File: config.mk
export PLATFORM = sky130hd
export DESIGN_NAME = router_fsm_flat
export DESIGN_NICKNAME = d
export VERILOG_FILES = /design/src/rtl/router_fsm_if.sv /design/src/rtl/router_fsm.sv /design/src/flat_wrapper.sv
export SDC_FILE = /design/constraint.sdc
export NUM_CORES = 1
export LEC_CHECK = 0
export ABC_AREA = 0
export CAP_MARGIN = 40
export CORE_AREA = 2 2 39 41
export CTS_BUF_LIST = sky130_fd_sc_hd__clkbuf_2 sky130_fd_sc_hd__clkbuf_4 sky130_fd_sc_hd__clkbuf_8
export DETAILED_ROUTE_END_ITERATION = 16
export DIE_AREA = 0 0 41 43
export PLACE_DENSITY = 0.87
export SYNTH_ARGS = -nofsm -noshare
export SYNTH_HDL_FRONTEND = slang
export SYNTH_SLANG_ARGS = --single-unit
File: constraint.sdc
create_clock -name clk -period 2 [get_ports clk]
set_input_delay 0.6 -clock clk [delete_from_list [all_inputs] [get_ports clk]]
set_output_delay 0.6 -clock clk [all_outputs]
set_load 0.01 [all_outputs]
File: src/rtl/router_fsm_if.sv
// Signal bundle between the 1x3 router source/datapath (master) and router_fsm (slave).
interface router_fsm_if;
  logic       pkt_valid;
  logic [1:0] data_in;
  logic       fifo_full;
  logic       fifo_empty_0;
  logic       fifo_empty_1;
  logic       fifo_empty_2;
  logic       soft_reset_0;
  logic       soft_reset_1;
  logic       soft_reset_2;
  logic       parity_done;
  logic       low_pkt_valid;
  logic       detect_add;
  logic       lfd_state;
  logic       ld_state;
  logic       laf_state;
  logic       full_state;
  logic       rst_int_reg;
  logic       write_enb_reg;
  logic       busy;
  logic       timeout;

  modport master (
    output pkt_valid, data_in, fifo_full, fifo_empty_0, fifo_empty_1, fifo_empty_2,
           soft_reset_0, soft_reset_1, soft_reset_2, parity_done, low_pkt_valid,
    input  detect_add, lfd_state, ld_state, laf_state, full_state, rst_int_reg,
           write_enb_reg, busy, timeout
  );

  modport slave (
    input  pkt_valid, data_in, fifo_full, fifo_empty_0, fifo_empty_1, fifo_empty_2,
           soft_reset_0, soft_reset_1, soft_reset_2, parity_done, low_pkt_valid,
    output detect_add, lfd_state, ld_state, laf_state, full_state, rst_int_reg,
           write_enb_reg, busy, timeout
  );
endinterface

File: src/rtl/router_fsm.sv
// 1x3 router write-path sequencer: address decode, FIFO wait, load/full/parity phases.
// Define ROUTER_FSM_TIMEOUT_EN to abort WAIT_TILL_EMPTY after WAIT_TIMEOUT cycles.
module router_fsm #(
  parameter int unsigned WAIT_TIMEOUT = 30
) (
  input logic         clk,
  input logic         rst,
  router_fsm_if.slave bus
);

  typedef enum logic [2:0] {
    DECODE_ADDRESS,
    LOAD_FIRST_DATA,
    LOAD_DATA,
    FIFO_FULL_STATE,
    LOAD_AFTER_FULL,
    LOAD_PARITY,
    CHECK_PARITY_ERROR,
    WAIT_TILL_EMPTY
  } state_t;

  if (WAIT_TIMEOUT < 1 || WAIT_TIMEOUT > 255) begin : g_param_check
    $error("router_fsm: WAIT_TIMEOUT must be in 1..255");
  end

  state_t     state, state_next;
  logic [1:0] addr;
  logic       header_ok;
  logic       empty_in;
  logic       empty_addr;
  logic       soft_reset_addr;
  logic       timeout_hit;

  assign header_ok = bus.pkt_valid && (bus.data_in != 2'd3);

  // Empty flag of the FIFO named by the incoming header vs. the latched address.
  always_comb begin
    empty_in        = 1'b0;
    empty_addr      = 1'b0;
    soft_reset_addr = 1'b0;
    case (bus.data_in)
      2'd0:    empty_in = bus.fifo_empty_0;
      2'd1:    empty_in = bus.fifo_empty_1;
      2'd2:    empty_in = bus.fifo_empty_2;
      default: empty_in = 1'b0;
    endcase
    case (addr)
      2'd0: begin empty_addr = bus.fifo_empty_0; soft_reset_addr = bus.soft_reset_0; end
      2'd1: begin empty_addr = bus.fifo_empty_1; soft_reset_addr = bus.soft_reset_1; end
      2'd2: begin empty_addr = bus.fifo_empty_2; soft_reset_addr = bus.soft_reset_2; end
      default: ;
    endcase
  end

`ifdef ROUTER_FSM_TIMEOUT_EN
  localparam logic [7:0] WAIT_LAST = 8'(WAIT_TIMEOUT - 1);

  logic [7:0] wait_cnt;
  logic       timeout_q;

  // The cycle whose closing edge would bring the count to WAIT_TIMEOUT is the last one waited.
  assign timeout_hit = (state == WAIT_TILL_EMPTY) && !soft_reset_addr &&
                       !empty_addr && (wait_cnt == WAIT_LAST);

  always_ff @(posedge clk or negedge rst) begin
    if (!rst) begin
      wait_cnt  <= 8'd0;
      timeout_q <= 1'b0;
    end else begin
      timeout_q <= timeout_hit;
      if (state != WAIT_TILL_EMPTY) wait_cnt <= 8'd0;
      else                          wait_cnt <= wait_cnt + 8'd1;
    end
  end

  assign bus.timeout = timeout_q;
`else
  assign timeout_hit = 1'b0;
  assign bus.timeout = 1'b0;
`endif

  // NOTE: sequential state uses non-blocking assignments so every flop samples pre-edge values.
  always_ff @(posedge clk or negedge rst) begin
    if (!rst) begin
      state <= DECODE_ADDRESS;
      addr  <= 2'd0;
    end else begin
      state <= state_next;
      if (state == DECODE_ADDRESS && header_ok) addr <= bus.data_in;
    end
  end

  // NOTE: state_next gets a default before the case so no path leaves it unassigned (no latch).
  always_comb begin
    state_next = state;
    if (soft_reset_addr && state != DECODE_ADDRESS) begin
      state_next = DECODE_ADDRESS;
    end else begin
      case (state)
        DECODE_ADDRESS:
          if (header_ok) state_next = empty_in ? LOAD_FIRST_DATA : WAIT_TILL_EMPTY;
        WAIT_TILL_EMPTY:
          if (empty_addr)       state_next = LOAD_FIRST_DATA;
          else if (timeout_hit) state_next = DECODE_ADDRESS;
        LOAD_FIRST_DATA:
          state_next = LOAD_DATA;
        LOAD_DATA:
          if (bus.fifo_full)       state_next = FIFO_FULL_STATE;
          else if (!bus.pkt_valid) state_next = LOAD_PARITY;
        FIFO_FULL_STATE:
          if (!bus.fifo_full) state_next = LOAD_AFTER_FULL;
        LOAD_AFTER_FULL:
          if (bus.parity_done)        state_next = DECODE_ADDRESS;
          else if (bus.low_pkt_valid) state_next = LOAD_PARITY;
          else                        state_next = LOAD_DATA;
        LOAD_PARITY:
          state_next = CHECK_PARITY_ERROR;
        CHECK_PARITY_ERROR:
          state_next = bus.fifo_full ? FIFO_FULL_STATE : DECODE_ADDRESS;
        default:
          state_next = DECODE_ADDRESS;
      endcase
    end
  end

  assign bus.detect_add    = (state == DECODE_ADDRESS);
  assign bus.lfd_state     = (state == LOAD_FIRST_DATA);
  assign bus.ld_state      = (state == LOAD_DATA);
  assign bus.full_state    = (state == FIFO_FULL_STATE);
  assign bus.laf_state     = (state == LOAD_AFTER_FULL);
  assign bus.rst_int_reg   = (state == CHECK_PARITY_ERROR);
  assign bus.write_enb_reg = (state == LOAD_DATA) || (state == LOAD_PARITY) ||
                             (state == LOAD_AFTER_FULL);
  assign bus.busy          = (state != DECODE_ADDRESS) && (state != LOAD_DATA);

endmodule

File: src/flat_wrapper.sv
// flat-port wrapper written by rule: the top's interface ports become plain ports
module router_fsm_flat 
#(
  parameter int unsigned WAIT_TIMEOUT = 30
)
  (clk, rst, bus_pkt_valid, bus_data_in, bus_fifo_full, bus_fifo_empty_0, bus_fifo_empty_1, bus_fifo_empty_2, bus_soft_reset_0, bus_soft_reset_1, bus_soft_reset_2, bus_parity_done, bus_low_pkt_valid, bus_detect_add, bus_lfd_state, bus_ld_state, bus_laf_state, bus_full_state, bus_rst_int_reg, bus_write_enb_reg, bus_busy, bus_timeout);
  router_fsm_if bus_i ();
  input logic clk;
  input logic rst;
  input wire logic [$bits(bus_i.pkt_valid)-1:0] bus_pkt_valid;
  input wire logic [$bits(bus_i.data_in)-1:0] bus_data_in;
  input wire logic [$bits(bus_i.fifo_full)-1:0] bus_fifo_full;
  input wire logic [$bits(bus_i.fifo_empty_0)-1:0] bus_fifo_empty_0;
  input wire logic [$bits(bus_i.fifo_empty_1)-1:0] bus_fifo_empty_1;
  input wire logic [$bits(bus_i.fifo_empty_2)-1:0] bus_fifo_empty_2;
  input wire logic [$bits(bus_i.soft_reset_0)-1:0] bus_soft_reset_0;
  input wire logic [$bits(bus_i.soft_reset_1)-1:0] bus_soft_reset_1;
  input wire logic [$bits(bus_i.soft_reset_2)-1:0] bus_soft_reset_2;
  input wire logic [$bits(bus_i.parity_done)-1:0] bus_parity_done;
  input wire logic [$bits(bus_i.low_pkt_valid)-1:0] bus_low_pkt_valid;
  output wire logic [$bits(bus_i.detect_add)-1:0] bus_detect_add;
  output wire logic [$bits(bus_i.lfd_state)-1:0] bus_lfd_state;
  output wire logic [$bits(bus_i.ld_state)-1:0] bus_ld_state;
  output wire logic [$bits(bus_i.laf_state)-1:0] bus_laf_state;
  output wire logic [$bits(bus_i.full_state)-1:0] bus_full_state;
  output wire logic [$bits(bus_i.rst_int_reg)-1:0] bus_rst_int_reg;
  output wire logic [$bits(bus_i.write_enb_reg)-1:0] bus_write_enb_reg;
  output wire logic [$bits(bus_i.busy)-1:0] bus_busy;
  output wire logic [$bits(bus_i.timeout)-1:0] bus_timeout;
  assign bus_i.pkt_valid = bus_pkt_valid;
  assign bus_i.data_in = bus_data_in;
  assign bus_i.fifo_full = bus_fifo_full;
  assign bus_i.fifo_empty_0 = bus_fifo_empty_0;
  assign bus_i.fifo_empty_1 = bus_fifo_empty_1;
  assign bus_i.fifo_empty_2 = bus_fifo_empty_2;
  assign bus_i.soft_reset_0 = bus_soft_reset_0;
  assign bus_i.soft_reset_1 = bus_soft_reset_1;
  assign bus_i.soft_reset_2 = bus_soft_reset_2;
  assign bus_i.parity_done = bus_parity_done;
  assign bus_i.low_pkt_valid = bus_low_pkt_valid;
  assign bus_detect_add = bus_i.detect_add;
  assign bus_lfd_state = bus_i.lfd_state;
  assign bus_ld_state = bus_i.ld_state;
  assign bus_laf_state = bus_i.laf_state;
  assign bus_full_state = bus_i.full_state;
  assign bus_rst_int_reg = bus_i.rst_int_reg;
  assign bus_write_enb_reg = bus_i.write_enb_reg;
  assign bus_busy = bus_i.busy;
  assign bus_timeout = bus_i.timeout;
  router_fsm #(.WAIT_TIMEOUT(WAIT_TIMEOUT)) u_core (.clk(clk), .rst(rst), .bus(bus_i));
endmodule
==> results of run 1 <==
[kinds of logic after synthesis]
logic type / synth area share
buf+inv: 0.0913
other cells: 0.00684
mux: 0.0731
compound gates: 0.299
simple gates: 0.301
flops: 0.228
[stage by stage]
stage / instances / utilization
3_3_place_gp: 107 / 0.586
3_5_place_dp: 107 / 0.586
4_1_cts: 112 / 0.615
2_1_floorplan: 65 / -
6_report: 112 / 0.615
5_1_grt: 112 / 0.615
[cells in the final DEF (no fill, tap or decap), drive strengths merged, types with 2 or more instances in the layout]
cell            n
a211oi          3
a21oi           4
buf            10
clkbuf          4
clkdlybuf4s50  14
dfrtp           5
dlygate4sd2     7
inv             4
mux2i           4
nand2           5
nand2b          3
nand3           2
nand3b          3
nor2           10
nor3            2
o211ai          2
o21ai           3
[repair_timing]
action | in CTS | in global routing
buffers inserted | 1 | 0
gates resized for setup | 11 | 0
endpoints found under the setup margin | 7 | 0
endpoints found under the hold margin | 0 | 0
[routing by layer]
metal	vias up	wire (µm)
met5	-	0
met4	0	10
met3	2	51
met2	11	724
met1	286	585
li1	294	-
[worst max path at each step]
stage	to	slack, ps	depth (start not counted)
after floorplan	bus_write_enb_reg	240	5
after global placement	u_core.state[1]$_DFFE_PN0P_	-40	6
after detailed placement	u_core.state[1]$_DFFE_PN0P_	-110	6
after CTS	bus_busy	50	3
after global routing	bus_busy	20	3
final	bus_busy	80	3
[power by group]
group | total [mW] | switching (mW) | internal [mW]
registers | 0.222 | 0.0652 | 0.157
clock network | 0.129 | 0.0399 | 0.0889
logic | 0.853 | 0.416 | 0.438
total | 1.20 | 0.521 | 0.684
[registers in the layout, summed over array words and instances (netlist names)]
signal and flops:
u_core.addr 2, u_core.state 3
[layout make-up]
cell class	count	area, µm²
fill	131	533
multi-input combinational	52	375
timing repair buffer	31	284
sequential	5	126
clock buffer	4	30.0
tap	16	20.0
inverter	4	15.0
==> results.py, run 1 <==
metrics = {
    "run_status": {
        "outcome": "completed",
    },
    "setup_path": {
        "startpoint": "u_core.state[0]$_DFFE_PN0P_",
        "cp_slowest_cell": "clkdlybuf4s50_1",
        "worst-path-buf-inv": 2,
        "r2r_start": "u_core.state[1]$_DFFE_PN0P_",
        "rrSetupSlack_ps": 300,
        "r2r_end": "u_core.state[1]$_DFFE_PN0P_",
        "worstPathArrival_ps": 1320,
        "endpoint_kind": "output port",
        "cp.required_ps": 1400,
        "cp_top_family": "buffers and inverters",
        "cp_max_fo": 3,
        "critPathMaxStageDelay_ps": 480,
        "r2r_cells": 6,
        "cp-start-kind": "register",
        "worstSetupPathType": "register to output port",
        "cp_cell_sequence": "nor2_1 -> inv_1 -> clkdlybuf4s50_1",
    },
    "place": {
        "port_buffers": 21,
        "hpwl_mm": 1.14,
        "pre_cts_slack_ps": -109,
        "dpl-instance-area_um2": 811,
        "place_congestion": 0.793,
    },
    "finish": {
        "fin_nets": 111,
        "n_antenna_cell": 0,
        "area_growth_pct": 55.3,
        "drive_above_1_share": 0.250,
        "finalInstanceArea_um2": 851,
    },
    "routing": {
        "ant_nets": 0,
        "vias": 593,
        "wl_mm": 1.37,
        "first_iter_violations": 7,
        "first_pass_iters": 4,
        "viasPerCell": 5.29,
        "drc": 0,
        "wl_per_cell_um": 12.3,
    },
    "cts": {
        "clkSinkCount": 5,
        "cts_tree": "built",
        "cts_buffer_depth": 2,
        "cts_buffers": 3,
        "cts_root_buf": "clkbuf_4",
        "ctsHtreeMaxLevel": 1,
        "clk_pin_slew_worst_paths_ps": 40,
        "ctsHoldBuffers": 0,
        "clk_latency_ps": 240,
    },
    "power": {
        "p_per_area_nw_per_um2": 1420,
        "power_mw": 1.20,
        "ir_drop_uv": 923,
        "static-leakage-power_nw": 0.389,
    },
    "yosys": {
        "yosysMostFrequentCell": "nor2_1",
        "synth-seq-cells": 5,
        "synthArstFlopShare": 1.00,
        "yosys-top-cells-area": "dfrtp_1, mux2i_1, a211oi_2, nor2_1, buf_6",
        "ys_warn_count": 0,
        "synth-edff-count": 0,
        "yosys_most_used_dff": "dfrtp_1",
        "yosys.area.top_type": "dfrtp_1",
        "ys_seq_area_frac": 0.228,
        "avgSynthCellArea_um2": 8.43,
        "syn_area_um2": 548,
        "synthTopCellsByCount": "nor2_1, dfrtp_1, nand2_1",
        "yosysTopAreaCellShare": 0.228,
        "synth_fp_nets": 79,
        "synth_cell_types": 30,
        "synthCells": 65,
    },
    "global_routing": {
        "grt_overflow": 0,
        "use_met3": 0.0471,
        "busiest_layer": "met2",
        "grt_max_degree": 12,
        "gr-usage-all-layers": 0.178,
        "antenna_found_initial": 0,
        "gr-usage-met2": 0.306,
        "grt_pass1_vias": 538,
        "grt_pass1_wl_mm": 2.12,
        "met1_usage": 0.197,
    },
    "floorplanning": {
        "die_area_um2": 1760,
        "die_w_um": 41,
        "ios": 23,
        "start_util": 0.396,
        "die_y_um": 43,
        "core-area_um2": 1380,
        "rows": 14,
    },
    "sta": {
        "hold_violations": 0,
        "period_share": 0.959,
        "final.setup.worst_slack_ps": 81.1,
        "finalSetupViolations": 0,
        "rsz0062_at_grt": "no",
        "holdWs_ps": 572,
        "fin_worst_skew_ps": 2.75,
        "fmax_mhz": 521,
        "timing.setup.tns_ps": 0,
        "slew_violations": 0,
        "min_period_ps": 1920,
    },
    "run": {
        "maxCapViolCount": 0,
    },
    "hold_path": {
        "hold_path.class": "input port to async pin",
    },
}
No activity file was read; power rests on OpenSTA's default activity.
==> run 2: changes to the inputs <==
==> constraint.sdc (replaced) <==
create_clock -name clk -period 2.37 [get_ports clk]
set_input_delay 0.711 -clock clk [delete_from_list [all_inputs] [get_ports clk]]
set_output_delay 0.711 -clock clk [all_outputs]
set_load 0.01 [all_outputs]
==> run 2 against run 1 <==
Worst hold slack better by 23 ps. Critical path type unchanged. Highest routed layer is now met3. Routed wire length down 14%. Flip-flop and latch count stayed put. Sequential share of layout area up 0.46 points.
==> results.py, run 2 (synthesis gave the netlist of run 1 again) <==
metrics = {
    "run_status": {
        "outcome": "completed",
    },
    "setup_path": {
        "cp_max_fo": 11,
        "worst-path-buf-inv": 2,
        "cp_slowest_cell": "clkdlybuf4s50_1",
        "worstSetupPathType": "register to output port",
        "cp-start-kind": "register",
        "cp_cell_sequence": "buf_4 -> nor3b_2 -> clkdlybuf4s50_1",
        "r2r_start": "u_core.state[1]$_DFFE_PN0P_",
        "worstPathArrival_ps": 1580,
        "endpoint_kind": "output port",
        "r2r_cells": 5,
        "rrSetupSlack_ps": 850,
        "cp_top_family": "buffers and inverters",
        "cp.required_ps": 1660,
        "critPathMaxStageDelay_ps": 570,
        "r2r_end": "u_core.state[1]$_DFFE_PN0P_",
    },
    "place": {
        "place_congestion": 0.792,
        "dpl-instance-area_um2": 773,
        "port_buffers": 21,
        "hpwl_um": 930,
    },
    "sta": {
        "period_share": 0.967,
        "min_period_ps": 2290,
        "hold_violations": 0,
        "fmax_mhz": 436,
        "slew_violations": 0,
        "fin_worst_skew_ps": 3.76,
        "finalSetupViolations": 0,
    },
    "finish": {
        "largest_register_ffs": 3,
        "finalInstanceArea_um2": 817,
        "area_growth_pct": 49.1,
        "drive_above_1_share": 0.189,
        "largest-register": "u_core.state",
        "final_common_cell": "clkdlybuf4s50_1",
        "fin_nets": 105,
        "mostFrequentLayoutCells": "clkdlybuf4s50_1, nor2_1, nand2_1, dfrtp_1",
        "reg_top3": "u_core.state: 3 flops, u_core.addr: 2 flops",
        "n_antenna_cell": 0,
    },
    "routing": {
        "drc": 0,
        "wl_per_cell_um": 11.1,
        "ant_nets": 0,
        "vias": 531,
        "first_iter_violations": 3,
        "viasPerCell": 5.01,
        "first_pass_iters": 3,
        "wl_mm": 1.17,
    },
    "cts": {
        "clkSinkCount": 5,
        "post_cts_buffers": 0,
        "cts_resized": 0,
        "clk_pin_slew_worst_paths_ps": 40,
        "ctsHtreeMaxLevel": 1,
        "cts_buffer_depth": 2,
        "clk_latency_ps": 240,
        "ctsHoldBuffers": 0,
        "cts_tree": "built",
        "cts_root_buf": "clkbuf_4",
        "cts_buffers": 3,
    },
    "global_routing": {
        "grt_overflow": 0,
        "grt_max_degree": 13,
        "grt_pass1_vias": 484,
        "gr-usage-all-layers": 0.157,
        "grt_pass1_wl_mm": 1.91,
        "antenna_found_initial": 0,
    },
    "floorplanning": {
        "die_area_um2": 1760,
        "core-area_um2": 1380,
        "start_util": 0.396,
        "die_y_um": 43,
        "ios": 23,
        "die_w_um": 41,
        "rows": 14,
    },
    "power": {
        "ir_drop_uv": 652,
        "power_mw": 0.988,
        "static-leakage-power_nw": 0.382,
        "p_per_area_nw_per_um2": 1210,
    },
    "run": {
        "maxCapViolCount": 0,
    },
    "hold_path": {
        "hold_start": "u_core.addr[0]$_DFFE_PN0P_",
        "holdPathStages": 1,
        "hold_path_end": "u_core.addr[0]$_DFFE_PN0P_",
        "hold_path.class": "register to register",
    },
}
==> run 2: changes by cell type in the layout (fill, tap and decap cells not counted), sizes merged <==
cell           previous run  this run
buf                      10         4
dlymetal6s2s              0         3
clkdlybuf4s50            14        18
dlygate4sd2               7         0
==> run 2: stage by stage <==
step / TNS (ps) / setup WS [ps] / std cells / util / hold WS, ps
after floorplan: 0 / 497 / 65 / - / 415
after global placement: 0 / 193 / 102 / 0.559 / 588
after detailed placement: 0 / 154 / 102 / 0.559 / 586
after CTS: 0 / 20.8 / 106 / 0.580 / 599
after global routing: -1.97 / -1.97 / 106 / 0.590 / 636
final: 0 / 78.7 / 106 / 0.590 / 595
==> run 2: worst max path at each step <==
stage	start	end	slack, ps	cells past startpoint
after detailed placement	bus_data_in[1]	u_core.state[1]$_DFFE_PN0P_	150	6
after global placement	bus_data_in[1]	u_core.state[1]$_DFFE_PN0P_	190	6
after CTS	u_core.state[0]$_DFFE_PN0P_	bus_laf_state	20	4
final	u_core.state[2]$_DFFE_PN0P_	bus_lfd_state	80	3
after global routing	u_core.state[2]$_DFFE_PN0P_	bus_write_enb_reg	-2	5
after floorplan	u_core.state[2]$_DFFE_PN0P_	bus_write_enb_reg	500	5
==> run 2: report_power, final <==
part	internal (mW)	switching (mW)	leakage, nW
Clock	0.0749	0.0329	0.0184
Combinational	0.363	0.338	0.303
Sequential	0.131	0.0485	0.0605
==> run 2: layer usage <==
| layer | up-vias | track usage | wire [µm] |
|---|---|---|---|
| li1 | 280 | - | - |
| met1 | 241 | 0.189 | 554 |
| met2 | 10 | 0.250 | 576 |
| met3 | 0 | 0.0471 | 44 |
| met4 | 0 | 0.0600 | 0 |
| met5 | - | 0 | 0 |
==> run 2: cell type report <==
type / instances / area, µm²
fill: 127 / 567
multi-input combinational: 52 / 375
timing repair buffer: 25 / 251
sequential: 5 / 125
clock buffer: 4 / 30.0
tap: 16 / 20.0
inverter: 4 / 15.0
